### config.mk
export PLATFORM = sky130hd
export DESIGN_NAME = sync_ptr_r2_flat
export DESIGN_NICKNAME = d
export VERILOG_FILES = /design/src/rtl/sync_ptr_r2_if.sv /design/src/rtl/sync_ptr_r2.sv /design/src/flat_wrapper.sv
export SDC_FILE = /design/constraint.sdc
export NUM_CORES = 1
export LEC_CHECK = 0
export CORE_MARGIN = 2
export CORE_UTILIZATION = 48
export DETAILED_ROUTE_END_ITERATION = 10
export PLACE_DENSITY = 0.86
export SLEW_MARGIN = 20
export SYNTH_ARGS = -nofsm -noshare
export SYNTH_HDL_FRONTEND = slang
export SYNTH_SLANG_ARGS = --single-unit
### constraint.sdc
create_clock -name rclk -period 3.28 [get_ports rclk]
set_input_delay 0.328 -clock rclk [delete_from_list [all_inputs] [get_ports rclk]]
set_output_delay 0.328 -clock rclk [all_outputs]
set_load 0.01 [all_outputs]
### src/rtl/sync_ptr_r2_if.sv
// Bundle for the synchronised write-pointer path: raw Gray pointer and error clear in,
// decoded pointer, advance count, update strobe and step-violation flag out.
interface sync_ptr_r2_if #(
    parameter int PW = 5
);
    logic [PW-1:0] wptr;
    logic          err_clr;
    logic [PW-1:0] rq_wptr_gray;
    logic [PW-1:0] rq_wptr_bin;
    logic [PW-1:0] rq_wptr_delta;
    logic          rq_wptr_upd;
    logic          rq_step_err;

    modport master (
        output wptr,
        output err_clr,
        input  rq_wptr_gray,
        input  rq_wptr_bin,
        input  rq_wptr_delta,
        input  rq_wptr_upd,
        input  rq_step_err
    );

    modport slave (
        input  wptr,
        input  err_clr,
        output rq_wptr_gray,
        output rq_wptr_bin,
        output rq_wptr_delta,
        output rq_wptr_upd,
        output rq_step_err
    );
endinterface

### src/rtl/sync_ptr_r2.sv
// Write-pointer synchroniser into rclk: Gray flop chain, registered binary decode,
// per-sample advance count with update strobe, and a sticky step-violation flag.
module sync_ptr_r2 #(
    parameter int ADDR_WIDTH  = 4,
    parameter int SYNC_STAGES = 2,
    parameter int MAX_STEP    = 2 ** ADDR_WIDTH
) (
    input  logic           rclk,
    input  logic           rrst,
    sync_ptr_r2_if.slave   bus
);
    localparam int PW = ADDR_WIDTH + 1;

    localparam logic [0:0] ST_OK  = 1'b0;
    localparam logic [0:0] ST_ERR = 1'b1;

    generate
        if (SYNC_STAGES < 2 || SYNC_STAGES > 4) begin : g_bad_stages
            $error("sync_ptr_r2: SYNC_STAGES must be in 2..4");
        end
    endgenerate

    function automatic logic [PW-1:0] gray2bin(input logic [PW-1:0] g);
        logic [PW-1:0] b;
        b[PW-1] = g[PW-1];
        for (int i = PW - 2; i >= 0; i--) begin
            b[i] = b[i+1] ^ g[i];
        end
        return b;
    endfunction

    // Pure flop-to-flop chain: no logic between stages so every stage can resolve metastability.
    (* ASYNC_REG = "TRUE" *) logic [PW-1:0] sync_q [SYNC_STAGES];
    logic [PW-1:0] sync_d [SYNC_STAGES];

    logic [PW-1:0] bin_q,   bin_d;
    logic [PW-1:0] delta_q, delta_d;
    logic          upd_q,   upd_d;
    logic [0:0]    state_q, state_d;
    logic          step_viol;

    always_comb begin
        sync_d[0] = bus.wptr;
        for (int i = 1; i < SYNC_STAGES; i++) begin
            sync_d[i] = sync_q[i-1];
        end
    end

    // bin_q doubles as the previous-sample register: delta is taken against it in the
    // same cycle the new decode is computed, so delta lands alongside the new bin.
    always_comb begin
        bin_d   = gray2bin(sync_q[SYNC_STAGES-1]);
        delta_d = bin_d - bin_q;
        upd_d   = (delta_d != '0);
    end

    assign step_viol = (32'(delta_q) > 32'(MAX_STEP));

    always_comb begin
        state_d = state_q;
        case (state_q)
            ST_OK:  if (step_viol) state_d = ST_ERR;
            ST_ERR: if (bus.err_clr && !step_viol) state_d = ST_OK;
            default: state_d = ST_OK;
        endcase
    end

    always_ff @(posedge rclk) begin
        if (rrst) begin
            for (int i = 0; i < SYNC_STAGES; i++) begin
                sync_q[i] <= '0;
            end
            bin_q   <= '0;
            delta_q <= '0;
            upd_q   <= 1'b0;
            state_q <= ST_OK;
        end else begin
            for (int i = 0; i < SYNC_STAGES; i++) begin
                sync_q[i] <= sync_d[i];
            end
            bin_q   <= bin_d;
            delta_q <= delta_d;
            upd_q   <= upd_d;
            state_q <= state_d;
        end
    end

    assign bus.rq_wptr_gray  = sync_q[SYNC_STAGES-1];
    assign bus.rq_wptr_bin   = bin_q;
    assign bus.rq_wptr_delta = delta_q;
    assign bus.rq_wptr_upd   = upd_q;
    assign bus.rq_step_err   = (state_q == ST_ERR);
endmodule

### src/flat_wrapper.sv
// flat-port wrapper written by rule: the top's interface ports become plain ports
module sync_ptr_r2_flat 
#(
    parameter int ADDR_WIDTH  = 4,
    parameter int SYNC_STAGES = 2,
    parameter int MAX_STEP    = 2 ** ADDR_WIDTH
)
  (rclk, rrst, bus_wptr, bus_err_clr, bus_rq_wptr_gray, bus_rq_wptr_bin, bus_rq_wptr_delta, bus_rq_wptr_upd, bus_rq_step_err);
  sync_ptr_r2_if #(.PW(5)) bus_i ();
  input  logic rclk;
  input  logic rrst;
  input wire logic [$bits(bus_i.wptr)-1:0] bus_wptr;
  input wire logic [$bits(bus_i.err_clr)-1:0] bus_err_clr;
  output wire logic [$bits(bus_i.rq_wptr_gray)-1:0] bus_rq_wptr_gray;
  output wire logic [$bits(bus_i.rq_wptr_bin)-1:0] bus_rq_wptr_bin;
  output wire logic [$bits(bus_i.rq_wptr_delta)-1:0] bus_rq_wptr_delta;
  output wire logic [$bits(bus_i.rq_wptr_upd)-1:0] bus_rq_wptr_upd;
  output wire logic [$bits(bus_i.rq_step_err)-1:0] bus_rq_step_err;
  assign bus_i.wptr = bus_wptr;
  assign bus_i.err_clr = bus_err_clr;
  assign bus_rq_wptr_gray = bus_i.rq_wptr_gray;
  assign bus_rq_wptr_bin = bus_i.rq_wptr_bin;
  assign bus_rq_wptr_delta = bus_i.rq_wptr_delta;
  assign bus_rq_wptr_upd = bus_i.rq_wptr_upd;
  assign bus_rq_step_err = bus_i.rq_step_err;
  sync_ptr_r2 #(.ADDR_WIDTH(ADDR_WIDTH), .SYNC_STAGES(SYNC_STAGES), .MAX_STEP(MAX_STEP)) u_core (.rclk(rclk), .rrst(rrst), .bus(bus_i));
endmodule
==> flow_metrics.py <==
metrics = {
    "yosys": {
        "async_reset_ff_share_pct": 0,
        "synth_cell_types": 22,
        "syn_area_sq_um": 830,
        "synth_top_cell_by_area": "dfxtp_1",
        "synth_warnings": 0,
        "synthesis.nets": 89,
        "ys_seq_elements": 22,
        "synth_cells": 76,
        "yosysTopAreaCellShare_pct": 53.1,
        "synth_ff_type": "dfxtp_1",
        "synth_edf_count": 0,
        "post-synth-top-count-cell": "dfxtp_1",
        "ys_top_cells_by_count": "22 x dfxtp_1, 12 x nor2b_1, 9 x nor2_1",
        "syn_avg_cell_area_sq_um": 10.9,
        "synthTopCellsByArea": "dfxtp_1 53%, nor2b_1 9.0%, ha_1 6.0%",
        "seq_area_frac_synth_pct": 53.1,
    },
    "worst_setup_path": {
        "critPathMaxFanout": 4,
        "worstPathRequired_ps": 3430,
        "crit_start": "u_core.sync_q[0][9]",
        "rr_worst_depth": 10,
        "arrival_ps": 2550,
        "r2r-start": "u_core.sync_q[0][9]",
        "path_class": "register to register",
        "crit_path_start_kind": "register",
        "endpoint_kind": "register",
    },
    "final_layout": {
        "syn_to_final_growth_pct": 32.4,
        "diodes": 0,
        "final_util_pct": 65.8,
        "drive_gt1_share_pct": 8.00,
        "nFillCells": 150,
        "nets": 115,
        "final_cells": 117,
        "fin_area_sq_mm": 0.00110,
    },
    "placement": {
        "pre_cts_slack_ps": 875,
        "dpl_cell_area_sq_mm": 0.00108,
        "dp.final_hpwl_um": 952,
        "gp_congestion": 0.655,
        "io_buffers": 24,
        "dp.cells": 114,
    },
    "route": {
        "vias": 558,
        "ant_nets": 0,
        "wl_mm": 1.21,
        "drtPass1Iterations": 3,
        "drc": 0,
        "route.met3.wl_um": 69,
        "drt-initial-drc-count": 3,
        "dr_wl_met2_um": 622,
        "routed_via_density": 4.77,
        "wl_per_cell_um": 10.3,
        "wl_met1_um": 508,
        "highest_layer": "met4",
    },
    "clocking": {
        "cts-root-buf": "clkbuf_4",
        "cts_num_sinks": 22,
        "clkLatencyLatePin_ps": 290,
        "cts_made_buffers": 3,
        "cts_tree": "built",
        "path_clk_slew_ps": 110,
        "htree_levels": 1,
        "cts-resized-gates": 0,
        "cts_hold_buf": 0,
        "post-cts-setup-buffers": 0,
        "cts_buffer_depth": 2,
    },
    "sta": {
        "setup_tns_ps": 0,
        "maxSlewHeadroom_pct": 50.2,
        "drv_slew": 0,
        "finalSetupViolations": 0,
        "rsz0062_at_grt": "false",
        "period_share_pct": 73.2,
        "period_needed_ps": 2400,
        "timing_hold_violations_final": 0,
        "hold_ws_ps": 450,
        "worst_slew_pin_slew_ps": 744,
        "finalClockSkew_ps": 1.60,
        "max_freq_ghz": 0.417,
        "fin_ws_ps": 879,
    },
    "global_routing": {
        "grt_pass1_wl_mm": 1.91,
        "grt_max_degree": 23,
        "grt_pass1_vias": 507,
        "antenna_found_initial": 0,
        "grtUsageTotal_pct": 13.1,
        "gr-total-overflow": 0,
    },
    "floorplan": {
        "dieHeight_um": 45.6,
        "ioPinCount": 25,
        "rows": 15,
        "core_sq_mm": 0.00167,
        "die_area_sq_mm": 0.00208,
        "initial_utilization_pct": 49.7,
        "die_x_um": 45.6,
    },
    "min_path": {
        "worstHoldStart": "u_core.sync_q[0][4]",
        "min_delay_path_depth": 1,
        "hold_class": "register to register",
    },
    "power": {
        "powerDensity_mw_per_mm2": 525,
        "p_leak_nw": 0.436,
        "peakVddDrop_uv": 307,
        "total_power_mw": 0.577,
    },
    "job": {
        "drv_cap": 0,
    },
    "status": {
        "run_status": "completed",
    },
}
-- placed cells by master (no fill, tap or decap) --
master,netlist,final
inv_2,1,1
xnor2_2,2,2
nor2_1,9,9
nor2_2,1,1
nand2b_1,2,2
fa_1,1,1
nand2_1,1,1
nor2b_1,12,12
ha_1,4,4
a31oi_1,1,1
o41ai_1,1,1
and3_1,1,1
dfxtp_1,22,22
o21ai_0,1,1
clkbuf_4,0,3
a21oi_1,3,3
xor2_1,1,1
clkdlybuf4s50_1,0,24
xnor2_4,1,1
xnor2_1,5,5
inv_1,4,4
-- state kept, by name, summed over array words and instances, names as in the netlist --
signal,cells
u_core.bus.rq_wptr_delta,5
u_core.bus.rq_wptr_bin,5
u_core.sync_q,10
u_core.bus.rq_wptr_upd,1
u_core.bus.rq_step_err,1
-- metal layers --
layer  vias up  global-route usage [%]
met5         -                       0
met4         0                    7.06
met3         2                    3.17
met2        20                    24.5
met1       252                    13.0
li1        284                       -
-- area by class of cell --
class	instances	area, sq um	area share, %
sequential	22	440	40.1
timing repair buffer	24	240	21.9
clock buffer	3	22.5	2.05
multi-input combinational	46	355	32.3
tap	17	21.3	1.94
inverter	5	18.8	1.71
-- cells by family (layout without fill, tap and decap cells) --
family          after synthesis  in the layout  synth area share, %
simple gates                 26             26                 16.6
xor+xnor                      9              9                 13.6
buf+inv                       8             32                 4.07
compound gates                6              6                 4.22
fa+ha+maj                     5              5                 8.45
flops                        22             22                 53.1
-- worst max-delay path, cell delays in order, from the launching register on --
cell and delay [ps]:
dfxtp_1 380, xnor2_2 240, inv_2 100, xnor2_4 170, xnor2_2 160, ha_1 220
fa_1 430, nand2b_1 160, a21oi_1 150, xnor2_1 160, a31oi_1 100
-- power by group --
part,internal (mW),switching (mW)
sequential,0.294,0.0133
clock,0.0427,0.0699
combinational,0.0897,0.0675
-- path summary, 6_finish.rpt --
kind | slack [ps] | endpoint
min reg2reg | 450 | u_core.sync_q[0][9]
max reg2reg | 880 | u_core.bus.rq_wptr_upd
min | 450 | u_core.sync_q[0][9]
max | 880 | u_core.bus.rq_wptr_upd
(Power assumes the default switching activity.)
